<file path="config.mk">
export PLATFORM = sky130hd
export DESIGN_NAME = pool2_ctrl
export DESIGN_NICKNAME = d
export VERILOG_FILES = /design/src/rtl/pool2_pkg.sv /design/src/rtl/pool2_delay_line.sv /design/src/rtl/pool2_ctrl.sv
export SDC_FILE = /design/constraint.sdc
export NUM_CORES = 1
export LEC_CHECK = 0
export CAP_MARGIN = 25
export CORE_ASPECT_RATIO = 1.5
export CORE_MARGIN = 5
export CORE_UTILIZATION = 50
export CTS_CLUSTER_DIAMETER = 50
export DETAILED_ROUTE_END_ITERATION = 10
export GPL_TIMING_DRIVEN = 0
export PLACE_DENSITY = 0.74
export SYNTH_ARGS = -nofsm -noshare
export SYNTH_HDL_FRONTEND = slang
export SYNTH_HIERARCHICAL = 1
export SYNTH_SLANG_ARGS = --single-unit
</file>
<file path="constraint.sdc">
create_clock -name clk -period 5.9 [get_ports clk]
set_clock_uncertainty 0.2 [all_clocks]
set_input_delay 1.475 -clock clk [delete_from_list [all_inputs] [get_ports clk]]
set_output_delay 1.475 -clock clk [all_outputs]
set_load 0.02 [all_outputs]
</file>
<file path="src/rtl/pool2_pkg.sv">
// Shared types and derived-size helpers for the Pool2 control unit.
package pool2_pkg;

  typedef enum logic [1:0] {
    IDLE       = 2'd0,
    STREAM     = 2'd1,
    NEXT_GROUP = 2'd2,
    DRAIN      = 2'd3
  } state_e;

  function automatic int unsigned ofm_size(input int unsigned ifm_size);
    return (ifm_size - 2) / 2 + 1;
  endfunction

  function automatic int unsigned num_groups(input int unsigned depth, input int unsigned units);
    return (depth + units - 1) / units;
  endfunction

  // A unit is live when its map index exists; only the last group can be partial.
  function automatic logic unit_active(input int unsigned group, input int unsigned unit,
                                       input int unsigned units, input int unsigned depth);
    return (group * units + unit) < depth;
  endfunction

endpackage

</file>
<file path="src/rtl/pool2_delay_line.sv">
// Reset-able shift register; MSB of the payload is treated as the valid flag.
module pool2_delay_line #(
  parameter int unsigned WIDTH = 1,
  parameter int unsigned DEPTH = 1
) (
  input  logic             clk,
  input  logic             reset,
  input  logic [WIDTH-1:0] d_i,
  output logic [WIDTH-1:0] q_o,
  output logic             inflight_o
);

  generate
    if (DEPTH == 0) begin : g_bypass
      assign q_o        = d_i;
      assign inflight_o = 1'b0;
    end else begin : g_pipe
      logic [WIDTH-1:0] stage_q [DEPTH];

      always_ff @(posedge clk or posedge reset) begin
        if (reset) begin
          for (int i = 0; i < int'(DEPTH); i++) stage_q[i] <= '0;
        end else begin
          stage_q[0] <= d_i;
          for (int i = 1; i < int'(DEPTH); i++) stage_q[i] <= stage_q[i-1];
        end
      end

      assign q_o = stage_q[DEPTH-1];

      // Valid bits still travelling, excluding the one at the output.
      always_comb begin
        inflight_o = 1'b0;
        for (int i = 0; i < int'(DEPTH) - 1; i++) inflight_o = inflight_o | stage_q[i][WIDTH-1];
      end
    end
  endgenerate

endmodule

</file>
<file path="src/rtl/pool2_ctrl.sv">
// Pool2 control: IFM row-pair address streaming, pool/FIFO strobes and OFM writes.
// Optional POOL2_STALL_EN adds a stall input that freezes streaming.
module pool2_ctrl
  import pool2_pkg::*;
#(
  parameter int unsigned IFM_SIZE              = 14,
  parameter int unsigned IFM_DEPTH             = 3,
  parameter int unsigned NUMBER_OF_UNITS       = 3,
  parameter int unsigned POOL_LATENCY          = 1,
  parameter int unsigned IFM_SIZE_NEXT         = ofm_size(IFM_SIZE),
  parameter int unsigned ADDRESS_SIZE_IFM      = $clog2(IFM_SIZE * IFM_SIZE),
  parameter int unsigned ADDRESS_SIZE_NEXT_IFM = $clog2(IFM_SIZE_NEXT * IFM_SIZE_NEXT),
  parameter int unsigned NUM_GROUPS            = num_groups(IFM_DEPTH, NUMBER_OF_UNITS),
  parameter int unsigned GROUP_WIDTH           = $clog2(NUM_GROUPS) + 1
) (
  input  logic                             clk,
  input  logic                             reset,
  input  logic                             start,
`ifdef POOL2_STALL_EN
  input  logic                             stall,
`endif
  output logic                             ifm_rd_en,
  output logic [ADDRESS_SIZE_IFM-1:0]      ifm_addr_A,
  output logic [ADDRESS_SIZE_IFM-1:0]      ifm_addr_B,
  output logic [GROUP_WIDTH-1:0]           group_index,
  output logic                             fifo_enable,
  output logic                             pool_enable,
  output logic                             ofm_we,
  output logic [ADDRESS_SIZE_NEXT_IFM-1:0] ofm_addr,
  output logic [NUMBER_OF_UNITS-1:0]       ofm_unit_mask,
  output logic                             busy,
  output logic                             done
);

  localparam int unsigned AW         = ADDRESS_SIZE_IFM;
  localparam int unsigned OW         = ADDRESS_SIZE_NEXT_IFM;
  localparam int unsigned GW         = GROUP_WIDTH;
  localparam int unsigned U          = NUMBER_OF_UNITS;
  localparam int unsigned CW         = $clog2(IFM_SIZE) + 1;
  localparam int unsigned RW         = $clog2(IFM_SIZE_NEXT) + 1;
  localparam int unsigned OFM_PIXELS = IFM_SIZE_NEXT * IFM_SIZE_NEXT;
  localparam int unsigned MEM_W      = 2 + GW + U;
  localparam int unsigned LAT_W      = 1 + GW + U;

  state_e          state_q, state_d;
  logic [CW-1:0]   col_q, col_d;
  logic [RW-1:0]   rp_q, rp_d;
  logic [AW-1:0]   addr_a_q, addr_a_d, addr_b_q, addr_b_d;
  logic [GW-1:0]   group_q, group_d;
  logic [OW-1:0]   ofm_addr_q, ofm_addr_d;
  logic            done_q, done_d, busy_q, busy_d;

  logic            advance_c, last_col_c, last_pair_c, pool_req_c, inflight_c;
  logic            mem_inflight_c, lat_inflight_c;
  logic [U-1:0]    mask_c, mem_mask_c;
  logic [GW-1:0]   mem_group_c;
  logic [MEM_W-1:0] mem_q_c;
  logic [LAT_W-1:0] lat_q_c;

`ifdef POOL2_STALL_EN
  assign advance_c = (state_q == STREAM) && !stall;
`else
  assign advance_c = (state_q == STREAM);
`endif

  assign last_col_c  = (col_q == CW'(IFM_SIZE - 1));
  assign last_pair_c = (rp_q == RW'(IFM_SIZE_NEXT - 1));
  // Odd columns close a 2x2 window; a trailing odd-size column is never pooled.
  assign pool_req_c  = advance_c && col_q[0] && (col_q < CW'(2 * IFM_SIZE_NEXT));

  always_comb begin
    mask_c = '0;
    for (int unsigned u = 0; u < U; u++)
      mask_c[u] = unit_active(32'(group_q), u, U, IFM_DEPTH);
  end

  // Memory read stage carries the FIFO strobe alongside the pool payload.
  pool2_delay_line #(.WIDTH(MEM_W), .DEPTH(1)) u_mem_stage (
    .clk       (clk),
    .reset     (reset),
    .d_i       ({pool_req_c, advance_c, group_q, mask_c}),
    .q_o       (mem_q_c),
    .inflight_o(mem_inflight_c)
  );

  assign {pool_enable, fifo_enable, mem_group_c, mem_mask_c} = mem_q_c;

  pool2_delay_line #(.WIDTH(LAT_W), .DEPTH(POOL_LATENCY)) u_lat_stage (
    .clk       (clk),
    .reset     (reset),
    .d_i       ({pool_enable, mem_group_c, mem_mask_c}),
    .q_o       (lat_q_c),
    .inflight_o(lat_inflight_c)
  );

  assign {ofm_we, group_index, ofm_unit_mask} = lat_q_c;

  // Any pool strobe that has not yet reached ofm_we.
  assign inflight_c = pool_req_c | mem_inflight_c | lat_inflight_c |
                      ((POOL_LATENCY != 0) && pool_enable);

  always_comb begin
    state_d  = state_q;
    col_d    = col_q;
    rp_d     = rp_q;
    addr_a_d = addr_a_q;
    addr_b_d = addr_b_q;
    group_d  = group_q;
    done_d   = 1'b0;
    unique case (state_q)
      IDLE: begin
        if (start) begin
          state_d  = STREAM;
          col_d    = '0;
          rp_d     = '0;
          addr_a_d = '0;
          addr_b_d = AW'(IFM_SIZE);
          group_d  = '0;
        end
      end
      STREAM: begin
        if (advance_c) begin
          if (!last_col_c) begin
            col_d    = col_q + CW'(1);
            addr_a_d = addr_a_q + AW'(1);
            addr_b_d = addr_b_q + AW'(1);
          end else if (!last_pair_c) begin
            col_d    = '0;
            rp_d     = rp_q + RW'(1);
            addr_a_d = addr_a_q + AW'(IFM_SIZE + 1);
            addr_b_d = addr_b_q + AW'(IFM_SIZE + 1);
          end else begin
            col_d    = '0;
            rp_d     = '0;
            addr_a_d = '0;
            addr_b_d = AW'(IFM_SIZE);
            state_d  = NEXT_GROUP;
          end
        end
      end
      NEXT_GROUP: begin
        if (group_q < GW'(NUM_GROUPS - 1)) begin
          group_d = group_q + GW'(1);
          state_d = STREAM;
        end else if (inflight_c) begin
          state_d = DRAIN;
        end else begin
          state_d = IDLE;
          done_d  = 1'b1;
        end
      end
      DRAIN: begin
        if (!inflight_c) begin
          state_d = IDLE;
          done_d  = 1'b1;
        end
      end
      default: state_d = IDLE;
    endcase
  end

  assign busy_d = (state_d != IDLE);

  // OFM address wraps after a full map, which lines up with each group boundary.
  always_comb begin
    ofm_addr_d = ofm_addr_q;
    if (state_q == IDLE && start)
      ofm_addr_d = '0;
    else if (ofm_we)
      ofm_addr_d = (ofm_addr_q == OW'(OFM_PIXELS - 1)) ? '0 : ofm_addr_q + OW'(1);
  end

  always_ff @(posedge clk or posedge reset) begin
    if (reset) begin
      state_q    <= IDLE;
      col_q      <= '0;
      rp_q       <= '0;
      addr_a_q   <= '0;
      addr_b_q   <= '0;
      group_q    <= '0;
      ofm_addr_q <= '0;
      done_q     <= 1'b0;
      busy_q     <= 1'b0;
    end else begin
      state_q    <= state_d;
      col_q      <= col_d;
      rp_q       <= rp_d;
      addr_a_q   <= addr_a_d;
      addr_b_q   <= addr_b_d;
      group_q    <= group_d;
      ofm_addr_q <= ofm_addr_d;
      done_q     <= done_d;
      busy_q     <= busy_d;
    end
  end

  assign ifm_rd_en  = advance_c;
  assign ifm_addr_A = addr_a_q;
  assign ifm_addr_B = addr_b_q;
  assign ofm_addr   = ofm_addr_q;
  assign busy       = busy_q;
  assign done       = done_q;

endmodule

</file>
# == After elaboration in Yosys (flattened, before gate mapping) ==
# Index checks and enable logic that the tools add are counted.
# classes
mul,1
addsub,10
reduce_logical,11
n_bitwise,1
n_lt_le_gt_ge,5
eq_ne,9
n_mux,31
# ops
cell,count
two-way mux 8 bit,6
one-hot mux 8 bit (2 select lines),2
two-way mux 6 bit,3
adder 8 x 1 -> 8 bit (second input constant),2
adder 8 x 4 -> 8 bit (second input constant),2
two-way mux 2 bit,6
two-way mux 4 bit,3
two-way mux 5 bit,2
one-hot mux 5 bit (2 select lines),1
less-than comparator 4 x 2 -> 1 bit (second input constant),2
one-hot mux 2 bit (4 select lines),1
one-hot mux 4 bit (2 select lines),1
nonzero test 2 bit,4
adder 6 x 1 -> 6 bit (second input constant),1
== test 6 bit (second input constant),1
AND reduction 3 bit,2
adder 5 x 1 -> 5 bit (second input constant),1
== test 5 x 4 -> 1 bit (second input constant),1
less-than comparator 5 x 4 -> 1 bit (second input constant),1
adder 3 x 1 -> 4 bit (second input constant),1
adder 3 x 2 -> 4 bit (second input constant),1
adder 4 x 1 -> 4 bit (second input constant),1
== test 2 bit (second input constant),2
== test 4 x 3 -> 1 bit (second input constant),1
other kinds (13),20
# totals
ff_bits,47
inputBits,3
output_inout_bits,32
elab_cells,79

# == Depth between registers and ports, before layout ==
# depth
ltp_word,8
mapped_depth,8
depth_no_buf,6

# == Cells and area by module ==
# Netlist, hierarchy kept.
# modules_own_cells
mod,area_per_inst_um2,cells_each,n_inst
pool2_ctrl,2107.0,225,1
pool2_delay_line at u_mem_stage,165.2,9,1
pool2_delay_line at u_lat_stage,140.1,8,1

# == Least setup slack after synthesis ==
# OpenSTA, ideal clock, no wires.
# synth_timing
path_type,in2reg
start,in start
end,reg ofm_addr_q[5] (netlist: ofm_addr[5])
arrival_time_ns,2.457
slack_ns,3.165
path_buffers,0
t_required_ns,5.622
stages,4
setup_time_ns,0.078
path_cell_list,nor3b_2 o2111ai_1 or3_1 a21oi_1
# synth_between
elab_chain_len,2
word_cells_on_any_way,3
classes_between,1 x mux; 2 x reduce/logical
# synth_rtl
element,line_no,source
start: declaration,pool2_ctrl.sv:18,"input logic start,"
logical AND 1 bit *,pool2_ctrl.sv:167,if (state_q == IDLE && start)
two-way mux 6 bit / nonzero test 2 bit (equally long branches),--,
end signal: assignment,pool2_ctrl.sv:191,ofm_addr_q <= ofm_addr_d;
end: declaration,pool2_ctrl.sv:50,"logic [OW-1:0] ofm_addr_q, ofm_addr_d;"
# Mark *: on every way between the ends. The rest lies on a longest branch, timed or not.
# A chain may end at the register's enable or synchronous reset.

# == Worst setup path in the final report ==
# layout_timing
start,reg state_q[1]
end,out ifm_rd_en
# layout_between
elab_chain_len,1
# layout_rtl
element,line_no,source
start: declaration,pool2_ctrl.sv:45,"state_e state_q, state_d;"
start signal: assignment,pool2_ctrl.sv:185,state_q <= state_d;
== test 2 x 1 -> 1 bit,pool2_ctrl.sv:63,assign advance_c = (state_q == STREAM);
end: declaration,pool2_ctrl.sv:22,"output logic ifm_rd_en,"
# No other way between the ends.

==> metrics <==
outcome=completed; register clock-pin slew on the reported worst setup and hold paths=80 ps; antenna viol nets, final=0; Post-CTS Setup Bufs=0; area leader, netlist=dfrtp_1; leakage power=1.32 nW; asr flop ratio synth=1.00; critical path's largest stage delay=640 ps; Crit-path slowest cell=clkdlybuf4s50_1; pwr/cell area=532 mW/mm^2; Met1 Wirelength=2.17 mm; Fmax=0.275 GHz; RSZ-0062 raised after global routing=false; global-route wire length before repair=9.15 mm; element type at the critical path start=flip-flop; Die Area=0.00634 sq mm; drt first pass iters=4; synthesized netlist cell count=242; CTS root buffer=clkbuf_8; maxcap violations=0; RePlAce Congestion=0.816; most frequent cell after synthesis=dfrtp_1; Congestion Overflow GR=0; number of synthesized flops with an enable pin=0; #FFs+latches synth=46; filler instances=399; crit-path max FO=10; final wirelength=5.29 mm; Synth Cell Area=0.00241 sq mm; CP Cell Sequence=nand2b_1 -> buf_2 -> inv_2 -> clkdlybuf4s50_1; clock sinks=46; met3 wire len=203 um; DP HPWL=3.91 mm; post-synthesis cell type count=54; register area=0.00115 sq mm; I/O Buffers=34; clk buf depth=2; top-area cell type share of the netlist area=0.477; total negative setup slack=0 ps; top sig layer=met4; Worst-Margin Slew=688 ps; headroom to the max-slew limit=0.540; layout cells sized above 1=0.108; Setup Viol. Count Final=0; synthesis-to-layout area growth=25.5%; Final Cycle Share=0.617; synth warn=6; Worst EP arrival=1970 ps; H-tree lvl count=2; final hold vios=0; nets=300; vias per inst=5.66; Met2 Routed Length=2.81 mm; Synth top cells by count=dfrtp_1, inv_1, nand2_1, o21ai_0; initial core utilization=0.506; critical path type=flip-flop to output port; # resized after CTS=0; Top FF cell, synth=dfrtp_1; Post-Syn Area per Cell=9.97 sq um; sequential area share after synthesis=0.477; maximum vdd drop=0.367 mV; average wire per standard cell=14.9 um; WHS=152 ps; Ports=35; core box area=0.00477 sq mm; Num CTS Buffers=5; # diodes=0; CTS tree=yes; Die X-Extent=66.7 um; vias in the first global route=1940; initial antenna violation count=0; DR DRC count=0; Chip Height=95.1 um; Tightest Hold Check Type=flip-flop to flip-flop; Pins Over Slew Limit=0; gr usage total=0.186; Synth area leaders=dfrtp_1, ha_1, inv_1; critical path endpoint category=output port; DRT iter0 DRCs=67; min cycle time layout=3640 ps; multi-input logic area=0.00112 sq mm; CTS Hold Buffers Added=0; largest net degree at the start of global routing=18; row count=31; DR vias=2005; CP required=4220 ps; clk_lat worst skew=300 ps
==> where the power goes <==
part	total [mW]	internal [mW]	leakage [nW]	switching, mW
clock	0.289	0.181	0.0714	0.108
sequential	0.550	0.420	0.561	0.129
combinational	0.772	0.350	0.684	0.422
==> metal layers <==
metal  global-route usage  vias up
li1                     -      971
met1                0.219      968
met2                0.339       55
met3               0.0259       11
met4               0.0678        0
met5                    0        -
==> cells in the final DEF, fill, tap and decap left out, types with 3 or more instances in the layout <==
cell and n:
a21oi_1 11, conb_1 6, a221o_1 3, clkbuf_8 6, nor2_1 12, nand3_1 12
nor3_1 5, clkdlybuf4s50_1 34, buf_2 3, nand4_1 6, clkbuf_1 3, a211oi_1 3
nand2_1 18, o22ai_1 4, ha_1 10, o221ai_1 3, a22oi_1 3, or3b_2 3
inv_1 19, o2111ai_1 3, o21ai_0 14, buf_4 4, o41ai_1 3, dfrtp_1 46
mux2i_1 4, and3_1 4, xor2_1 3
==> critical path, delay by kind of cell, from the launching register on <==
family                 cells  cell delay [ps]
AND/OR/NAND/NOR            1              200
buffers and inverters      3             1040
flip-flops                 1              440
==> stage by stage <==
step           setup slack [ps]  total power [mW]  cells  instance area [sq um]   util
3_3_place_gp               2430              1.30    344                   2840  0.596
3_5_place_dp               2380              1.33    346                   2890  0.605
2_1_floorplan              3170              1.04    244                   2420      -
5_1_grt                    2120              1.73    354                   3030  0.635
4_1_cts                    2250              1.62    354                   3030  0.635
6_report                   2260              1.61    354                   3030  0.635
==> flip-flops by register name (all words and copies together), names as in the netlist <==
register         cells
state_q              2
ofm_addr             6
rp_q                 4
ifm_addr_B           8
col_q                5
u_lat_stage/q_o      5
ifm_addr_A           8
busy                 1
u_mem_stage/q_o      6
done                 1
==> worst paths after layout <==
| kind | from | endpoint | slack (ps) | depth (start not counted) |
|---|---|---|---|---|
| setup / recovery | state_q[1]$_DFF_PP0_ | ifm_rd_en | 2260 | 4 |
| hold / removal | u_mem_stage/q_o[0]$_DFF_PP0_ | u_lat_stage/q_o[0]$_DFF_PP0_ | 150 | 0 |
| setup reg to reg | col_q[0]$_DFFE_PP0P_ | ifm_addr_A[7]$_DFFE_PP0P_ | 3570 | 7 |
| hold reg to reg | u_mem_stage/q_o[0]$_DFF_PP0_ | u_lat_stage/q_o[0]$_DFF_PP0_ | 150 | 0 |
| max in group asynchronous | reset | state_q[1]$_DFF_PP0_ | 3620 | 4 |
| min in group asynchronous | reset | u_lat_stage/q_o[2]$_DFF_PP0_ | 1210 | 2 |
==> cell type report <==
cell class,count,area share
clock inverter,2,0.0198
clock buffer,6,0.0273
multi-input combinational,165,0.369
sequential,46,0.380
tap,66,0.0273
inverter,20,0.0248
timing repair buffer,36,0.126
buffer,13,0.0252
==> logic make-up (layout without fill, tap and decap cells) <==
family / after synthesis / in the layout / share of synthesized area
simple gates: 73 / 73 / 0.169
compound gates: 66 / 66 / 0.193
flops: 46 / 46 / 0.477
buf+inv: 33 / 77 / 0.0628
fa+ha+maj: 10 / 10 / 0.0519
xor+xnor: 5 / 5 / 0.0182
mux: 5 / 5 / 0.0213
other cells: 4 / 6 / 0.00622
Power figures use the tool's default switching activity.
